$ cat src/rtl/ls_pkg.sv
// Shared definitions for the load/store unit: function codes, access
// lengths, FSM state encoding and the op legality/alignment check.
package ls_pkg;

    // Load function codes
    localparam logic [2:0] F_LB  = 3'b000;
    localparam logic [2:0] F_LH  = 3'b001;
    localparam logic [2:0] F_LW  = 3'b010;
    localparam logic [2:0] F_LBU = 3'b100;
    localparam logic [2:0] F_LHU = 3'b101;

    // Store function codes
    localparam logic [2:0] F_SB  = 3'b000;
    localparam logic [2:0] F_SH  = 3'b001;
    localparam logic [2:0] F_SW  = 3'b010;

    // Memory access length codes
    localparam logic [1:0] LEN_B = 2'b00;
    localparam logic [1:0] LEN_H = 2'b01;
    localparam logic [1:0] LEN_W = 2'b11;

    typedef enum logic [1:0] {
        ST_IDLE = 2'd0,
        ST_WAIT = 2'd1,
        ST_RESP = 2'd2
    } ls_state_e;

    // 1 when the op is an unknown encoding or its address is not
    // naturally aligned for its access size.
    function automatic logic op_fault(input logic       is_store,
                                      input logic [2:0] funct,
                                      input logic [1:0] addr_lo);
        logic illegal;
        logic misal;
        if (is_store)
            illegal = !(funct inside {F_SB, F_SH, F_SW});
        else
            illegal = !(funct inside {F_LB, F_LH, F_LW, F_LBU, F_LHU});
        misal = ((funct[1:0] == 2'b01) && addr_lo[0]) ||
                ((funct[1:0] == 2'b10) && (addr_lo != 2'b00));
        return illegal | misal;
    endfunction

    // Access length for a legal op; funct[1:0] selects the size.
    function automatic logic [1:0] op_len(input logic [2:0] funct);
        case (funct[1:0])
            2'b00:   return LEN_B;
            2'b01:   return LEN_H;
            default: return LEN_W;
        endcase
    endfunction

endpackage

$ cat src/rtl/ls_queue.sv
// Synchronous FIFO holding issued load/store ops. rdy freezes all state;
// a flush (while enabled) empties it and drops a coincident push.
module ls_queue
    import ls_pkg::*;
#(
    parameter int WIDTH = 8,
    parameter int DEPTH = 4
) (
    input  logic                     clk,
    input  logic                     rst_n,
    input  logic                     rdy,
    input  logic                     flush,
    input  logic                     push,
    input  logic                     pop,
    input  logic [WIDTH-1:0]         wdata,
    output logic [WIDTH-1:0]         rdata,
    output logic                     full,
    output logic                     empty,
    output logic [$clog2(DEPTH):0]   count
);

    localparam int PW = $clog2(DEPTH);

    logic [PW-1:0]    wptr_q;
    logic [PW-1:0]    rptr_q;
    logic [PW:0]      cnt_q;
    logic [WIDTH-1:0] mem_q [DEPTH];
    logic             do_push;
    logic             do_pop;

    assign full    = (cnt_q == (PW+1)'(DEPTH));
    assign empty   = (cnt_q == '0);
    assign count   = cnt_q;
    assign rdata   = mem_q[rptr_q];
    assign do_push = rdy & push & ~full  & ~flush;
    assign do_pop  = rdy & pop  & ~empty & ~flush;

    // Pointer and occupancy bookkeeping; pointers wrap naturally (DEPTH is 2^n)
    always_ff @(posedge clk or negedge rst_n) begin
        if (!rst_n) begin
            wptr_q <= '0;
            rptr_q <= '0;
            cnt_q  <= '0;
        end else if (rdy && flush) begin
            wptr_q <= '0;
            rptr_q <= '0;
            cnt_q  <= '0;
        end else begin
            if (do_push) wptr_q <= wptr_q + 1'b1;
            if (do_pop)  rptr_q <= rptr_q + 1'b1;
            case ({do_push, do_pop})
                2'b10:   cnt_q <= cnt_q + 1'b1;
                2'b01:   cnt_q <= cnt_q - 1'b1;
                default: cnt_q <= cnt_q;
            endcase
        end
    end

    // Entry storage, written only on an accepted push
    always_ff @(posedge clk) begin
        if (do_push) mem_q[wptr_q] <= wdata;
    end

endmodule

$ cat src/rtl/ls_unit.sv
// Load/store execution unit: queues issued ops, runs them one at a time
// against the memory controller and broadcasts a one-cycle result.
module ls_unit
    import ls_pkg::*;
#(
    parameter int DATA_W   = 32,
    parameter int ADDR_W   = 32,
    parameter int TAG_W    = 4,
    parameter int TAG_FREE = 0,
    parameter int QDEPTH   = 4
) (
    input  logic              clk,
    input  logic              rst_n,
    input  logic              rdy,
    input  logic              flush,
    input  logic              in_valid,
    output logic              in_ready,
    input  logic              in_is_store,
    input  logic [2:0]        in_funct,
    input  logic [DATA_W-1:0] in_base,
    input  logic [DATA_W-1:0] in_offset,
    input  logic [DATA_W-1:0] in_sdata,
    input  logic [TAG_W-1:0]  in_tag,
    output logic              res_valid,
    output logic [TAG_W-1:0]  res_tag,
    output logic [DATA_W-1:0] res_data,
    output logic              res_exc,
    output logic              mem_req,
    output logic              mem_we,
    output logic [ADDR_W-1:0] mem_addr,
    output logic [DATA_W-1:0] mem_wdata,
    output logic [1:0]        mem_len,
    input  logic              mem_done,
    input  logic [DATA_W-1:0] mem_rdata,
    output logic              busy
);

    localparam int QW = 1 + 3 + ADDR_W + DATA_W + TAG_W;
    localparam logic [TAG_W-1:0] TAG_NONE = TAG_W'(TAG_FREE);

    // Sign/zero extension of the low-aligned read data; funct[2] selects zero.
    function automatic logic [DATA_W-1:0] load_ext(input logic [2:0]  funct,
                                                   input logic [31:0] raw);
        case (funct)
            F_LB:    return DATA_W'($signed(raw[7:0]));
            F_LBU:   return DATA_W'(raw[7:0]);
            F_LH:    return DATA_W'($signed(raw[15:0]));
            F_LHU:   return DATA_W'(raw[15:0]);
            default: return DATA_W'($signed(raw));
        endcase
    endfunction

    ls_state_e         state_q;
    logic              cur_store_q;
    logic [2:0]        cur_funct_q;
    logic [TAG_W-1:0]  cur_tag_q;
    logic              killed_q;
    logic              mem_req_q;
    logic              mem_we_q;
    logic [ADDR_W-1:0] mem_addr_q;
    logic [DATA_W-1:0] mem_wdata_q;
    logic [1:0]        mem_len_q;
    logic              res_valid_q;
    logic [TAG_W-1:0]  res_tag_q;
    logic [DATA_W-1:0] res_data_q;
    logic              res_exc_q;

    logic [ADDR_W-1:0] push_addr;
    logic [QW-1:0]     q_wdata;
    logic [QW-1:0]     q_rdata;
    logic              q_full;
    logic              q_empty;
    logic              q_pop;
    logic [$clog2(QDEPTH):0] q_count;

    logic              ent_store;
    logic [2:0]        ent_funct;
    logic [ADDR_W-1:0] ent_addr;
    logic [DATA_W-1:0] ent_sdata;
    logic [TAG_W-1:0]  ent_tag;

    assign push_addr = ADDR_W'(in_base + in_offset);
    assign q_wdata   = {in_is_store, in_funct, push_addr, in_sdata, in_tag};
    assign {ent_store, ent_funct, ent_addr, ent_sdata, ent_tag} = q_rdata;
    assign q_pop     = (state_q == ST_IDLE) & ~flush;

    ls_queue #(
        .WIDTH (QW),
        .DEPTH (QDEPTH)
    ) u_queue (
        .clk   (clk),
        .rst_n (rst_n),
        .rdy   (rdy),
        .flush (flush),
        .push  (in_valid),
        .pop   (q_pop),
        .wdata (q_wdata),
        .rdata (q_rdata),
        .full  (q_full),
        .empty (q_empty),
        .count (q_count)
    );

    assign in_ready  = ~q_full;
    assign busy      = (q_count != '0) || (state_q != ST_IDLE);
    // A flush in the response cycle still cancels the broadcast
    assign res_valid = res_valid_q & ~(rdy & flush);
    assign res_tag   = res_tag_q;
    assign res_data  = res_data_q;
    assign res_exc   = res_exc_q;
    assign mem_req   = mem_req_q;
    assign mem_we    = mem_we_q;
    assign mem_addr  = mem_addr_q;
    assign mem_wdata = mem_wdata_q;
    assign mem_len   = mem_len_q;

    // Op sequencer: pop, access memory (or fault), respond
    always_ff @(posedge clk or negedge rst_n) begin
        if (!rst_n) begin
            state_q     <= ST_IDLE;
            cur_store_q <= 1'b0;
            cur_funct_q <= '0;
            cur_tag_q   <= TAG_NONE;
            killed_q    <= 1'b0;
            mem_req_q   <= 1'b0;
            mem_we_q    <= 1'b0;
            mem_addr_q  <= '0;
            mem_wdata_q <= '0;
            mem_len_q   <= '0;
            res_valid_q <= 1'b0;
            res_tag_q   <= TAG_NONE;
            res_data_q  <= '0;
            res_exc_q   <= 1'b0;
        end else if (rdy) begin
            case (state_q)
                ST_IDLE: begin
                    if (!q_empty && !flush) begin
                        cur_store_q <= ent_store;
                        cur_funct_q <= ent_funct;
                        cur_tag_q   <= ent_tag;
                        killed_q    <= 1'b0;
                        if (op_fault(ent_store, ent_funct, ent_addr[1:0])) begin
                            res_valid_q <= (ent_tag != TAG_NONE);
                            res_tag_q   <= ent_tag;
                            res_data_q  <= '0;
                            res_exc_q   <= 1'b1;
                            state_q     <= ST_RESP;
                        end else begin
                            mem_req_q   <= 1'b1;
                            mem_we_q    <= ent_store;
                            mem_addr_q  <= ent_addr;
                            mem_wdata_q <= ent_store ? ent_sdata : '0;
                            mem_len_q   <= op_len(ent_funct);
                            state_q     <= ST_WAIT;
                        end
                    end
                end
                ST_WAIT: begin
                    if (flush) killed_q <= 1'b1;
                    if (mem_done) begin
                        mem_req_q   <= 1'b0;
                        mem_we_q    <= 1'b0;
                        mem_addr_q  <= '0;
                        mem_wdata_q <= '0;
                        mem_len_q   <= '0;
                        res_valid_q <= !(killed_q || flush) && (cur_tag_q != TAG_NONE);
                        res_tag_q   <= cur_tag_q;
                        res_data_q  <= cur_store_q ? '0 : load_ext(cur_funct_q, mem_rdata[31:0]);
                        res_exc_q   <= 1'b0;
                        state_q     <= ST_RESP;
                    end
                end
                ST_RESP: begin
                    res_valid_q <= 1'b0;
                    res_exc_q   <= 1'b0;
                    state_q     <= ST_IDLE;
                end
                default: state_q <= ST_IDLE;
            endcase
        end
    end

endmodule

$ cat config.mk
export PLATFORM = sky130hd
export DESIGN_NAME = ls_unit
export DESIGN_NICKNAME = d
export VERILOG_FILES = /design/src/rtl/ls_pkg.sv /design/src/rtl/ls_queue.sv /design/src/rtl/ls_unit.sv
export SDC_FILE = /design/constraint.sdc
export NUM_CORES = 1
export LEC_CHECK = 0
export ABC_AREA = 1
export BUFFER_PORTS_ARGS = -buffer_cell sky130_fd_sc_hd__buf_2
export CORE_MARGIN = 2
export CORE_UTILIZATION = 26
export DETAILED_ROUTE_END_ITERATION = 7
export GPL_TIMING_DRIVEN = 0
export PLACE_DENSITY_LB_ADDON = 0.25
export SLEW_MARGIN = 10
export SYNTH_ARGS = -nofsm -noshare
export SYNTH_HDL_FRONTEND = slang
export SYNTH_SLANG_ARGS = --single-unit
$ cat constraint.sdc
create_clock -name clk -period 4.02 [get_ports clk]
set_input_delay 0.804 -clock clk [delete_from_list [all_inputs] [get_ports clk]]
set_output_delay 0.804 -clock clk [all_outputs]
set_load 0.01 [all_outputs]
==> metrics <==
weighted congestion reported at the end of routability-driven placement 0.913; maximum clock insertion buffer count 3; top cell type's share of synthesized area 46.3%; worst hold path type in -> async; maximum capacitance violations 0; Synth Area in Adders 2.76%; average instance area after synthesis 10.5 um2; slowest cell on the critical path sky130_fd_sc_hd__nor2_4; shortest clock period the worst path allows after layout 2.82 ns; die height 272 um; multiplexer area fraction after synthesis 0%; ys async rst share 30.1%; slew at the pin with the worst max-slew slack 0.778 ns; largest net degree at the start of global routing 80; worst path bufs/invs 4; Mapped Nets 1953; most instantiated cells after synthesis 444 x sky130_fd_sc_hd__nand2_1, 288 x sky130_fd_sc_hd__edfxtp_1, 130 x sky130_fd_sc_hd__a21oi_1; cell area after placement 21500 um2; global-route wire length before repair 86.6 mm; max-slew violation total from the final report 0; leading register cell type out of synthesis sky130_fd_sc_hd__edfxtp_1; Final Cycle Share 70.1%; Critical Path Most Common Cell sky130_fd_sc_hd__buf_12; number of instances resized during post-cts repair 0; worst-case vdd ir drop 0.291 mV; Remaining Overflow, GRT 0; total negative slack for setup checks 0 ns; highest clock rate 0.355 GHz; origin of the critical flop-to-flop path u_queue.count[0]$_DFFE_PN0P_; post-synthesis sequential area ratio 62.9%; Setup Skew 0.0196 ns; Clock transition at path regs 0.06 ns; routed length per instance 18.8 um; internal reg-to-reg setup slack 1.20 ns; startpoint type of the worst setup path flop; Crit path arrival time 3.07 ns; initial core utilization 26.2%; number of failing hold endpoints at the final stage 0; Residual DRC 0; cells along the critical path inv_1 > nand3_1 > nand4_1 > nor2_4 > buf_16 > buf_12 > buf_12; slack of the critical path 1.20 ns; final core utilization 32.2%; clock sink count 412; Post-layout nets 2262; number of buffer cells added on primary ports 249; worst slew margin relative to its limit 48.1%; largest incremental delay on the critical path 0.77 ns; Post-synth EDFFs 288; first-pass iteration count of the detailed router 8; number of nets still failing antenna checks after routing 0; area of the die 74000 um2; hold buffer count at CTS 0; count of synthesis-stage warnings from yosys 0; finished layout cell area 22900 um2; DR vias 14100; share of post-route cells with drive strength above 1 22.2%; post-synthesis share of cell area spent on xor and xnor gates 1.08%; main combinational cell family by area after synthesis simple AND/OR/NAND/NOR gates; clock latency at the later pin of the worst-skew pair 0.58 ns; initial drt markers 1009; synthesized instance count 1771; area of the mapped netlist 18700 um2; largest cells by area after synthesis sky130_fd_sc_hd__edfxtp_1 46%, sky130_fd_sc_hd__dfrtp_1 17%, sky130_fd_sc_hd__nand2_1 8.9%; power density of the placed cells 634 nW/um2; vias in the first global route 14200; area fraction in and, or, nand and nor cells after synthesis 16.8%; worst setup slack after placement 0.721 ns; outcome complete, no violations; leakage power 9.74 nW; Setup Viol. Count Final 0; WP data required 4.28 ns; library cells used by synthesis 41; Total Routed Length 57.8 mm; area grow syn2layout 22.8%; CP max FO 22; share of the synthesized area in compound gates (AO/OA/AOI/OAI) 11.8%; Post CTS Setup Buffer Count 0; number of antenna violations at the first check in global routing 8; unrepaired setup endpoints after global routing false; classification of the worst setup path reg -> reg; leading cell type by number of instances after synthesis sky130_fd_sc_hd__nand2_1; crit end category flop; horizontal extent of the die 272 um; post-DP HPWL 41.6 mm; core area 71200 um2; Yosys top cell by area sky130_fd_sc_hd__edfxtp_1; count of pins on the block boundary 250; Worst R2R End u_queue.mem_q[3][50]$_DFFE_PP_; #FFs+latches synth 412; TritonCTS Buffers 44; cell count of the worst reg-to-reg path 7; aggregate global-route resource usage 15.4%; library cell used as clock root buffer sky130_fd_sc_hd__clkbuf_16; TritonCTS clock tree built; # H-tree levels 2; DR vias/cell 4.58; Core Rows 98; delay-heaviest family, CP simple AND/OR/NAND/NOR gates
[area by class of cell]
cell class / count / area [um2]
Fill cell: 7292 / 48300
Tap cell: 950 / 1190
Clock inverter: 12 / 125
Antenna cell: 1 / 2.50
Timing Repair Buffer: 263 / 1600
Buffer: 91 / 493
Sequential cell: 412 / 11800
Clock buffer: 70 / 1320
Inverter: 97 / 367
Multi-Input combinational cell: 1171 / 6090
[worst max-delay path by stage]
| stage | from | end | slack [ns] | cells past startpoint |
|---|---|---|---|---|
| final | u_queue.count[0]$_DFFE_PN0P_ | u_queue.mem_q[3][50]$_DFFE_PP_ | 1.20 | 7 |
| after global routing | u_queue.count[0]$_DFFE_PN0P_ | u_queue.mem_q[3][38]$_DFFE_PP_ | 1.00 | 7 |
| after CTS | u_queue.count[0]$_DFFE_PN0P_ | u_queue.mem_q[3][50]$_DFFE_PP_ | 1.10 | 7 |
| after detailed placement | flush | u_queue.mem_q[3][39]$_DFFE_PP_ | 0.72 | 7 |
| after global placement | flush | u_queue.mem_q[3][39]$_DFFE_PP_ | -4.08 | 4 |
| after floorplan | flush | u_queue.mem_q[0][0]$_DFFE_PP_ | -0.60 | 3 |
[flip-flops by register name, indices dropped and copies added (netlist names), 3 cells and up]
register	cells
cur_funct_q	3
cur_tag_q	4
mem_addr	32
mem_wdata	32
res_data	32
res_tag	4
u_queue.count	3
u_queue.mem_q	288
[where the power goes]
| group | internal, W | leakage (nW) | total [W] | switching [W] |
|---|---|---|---|---|
| Combinational | 0.00155 | 4.80 | 0.00492 | 0.00336 |
| Clock | 0.00238 | 0.709 | 0.00404 | 0.00166 |
| Sequential | 0.00522 | 4.23 | 0.00556 | 0.000349 |
[kinds of logic after synthesis]
logic type      Yosys count
xor+xnor                 23
fa+ha+maj                40
buf+inv                 188
compound gates          373
flops                   412
simple gates            735
[per-stage QoR]
step	cells	hold WS, ns	total power [W]
2_1_floorplan	1771	0.442	0.00863
3_3_place_gp	2970	0.450	0.0106
3_5_place_dp	2984	0.453	0.0107
4_1_cts	3066	0.144	0.0148
5_1_grt	3067	0.139	0.0154
6_report	3067	0.138	0.0145
[per-layer routing]
| metal | global-route usage, % | vias to the layer above | routed length [um] |
|---|---|---|---|
| li1 | - | 6812 | - |
| met1 | 20.2 | 6735 | 25200 |
| met2 | 25.7 | 413 | 27500 |
| met3 | 3.16 | 83 | 3730 |
| met4 | 4.16 | 8 | 1290 |
| met5 | 0 | - | 51 |
[placed cells by master (no fill, tap or decap), types with 8 or more instances in the layout]
| master | instances |
|---|---|
| sky130_fd_sc_hd__o21ai_0 | 121 |
| sky130_fd_sc_hd__o21ai_1 | 8 |
| sky130_fd_sc_hd__clkbuf_16 | 45 |
| sky130_fd_sc_hd__nand4_1 | 46 |
| sky130_fd_sc_hd__nor2_1 | 120 |
| sky130_fd_sc_hd__clkbuf_1 | 68 |
| sky130_fd_sc_hd__nand2_1 | 444 |
| sky130_fd_sc_hd__ha_1 | 38 |
| sky130_fd_sc_hd__a21oi_1 | 130 |
| sky130_fd_sc_hd__buf_12 | 10 |
| sky130_fd_sc_hd__inv_1 | 92 |
| sky130_fd_sc_hd__clkbuf_8 | 10 |
| sky130_fd_sc_hd__nand3_1 | 52 |
| sky130_fd_sc_hd__o21ai_2 | 42 |
| sky130_fd_sc_hd__dfrtp_1 | 124 |
| sky130_fd_sc_hd__a221oi_1 | 32 |
| sky130_fd_sc_hd__xor2_1 | 21 |
| sky130_fd_sc_hd__o22ai_1 | 30 |
| sky130_fd_sc_hd__edfxtp_1 | 288 |
| sky130_fd_sc_hd__buf_16 | 8 |
| sky130_fd_sc_hd__nand2_2 | 45 |
| sky130_fd_sc_hd__buf_2 | 272 |
Note: power is estimated with default switching activity, not from simulation.
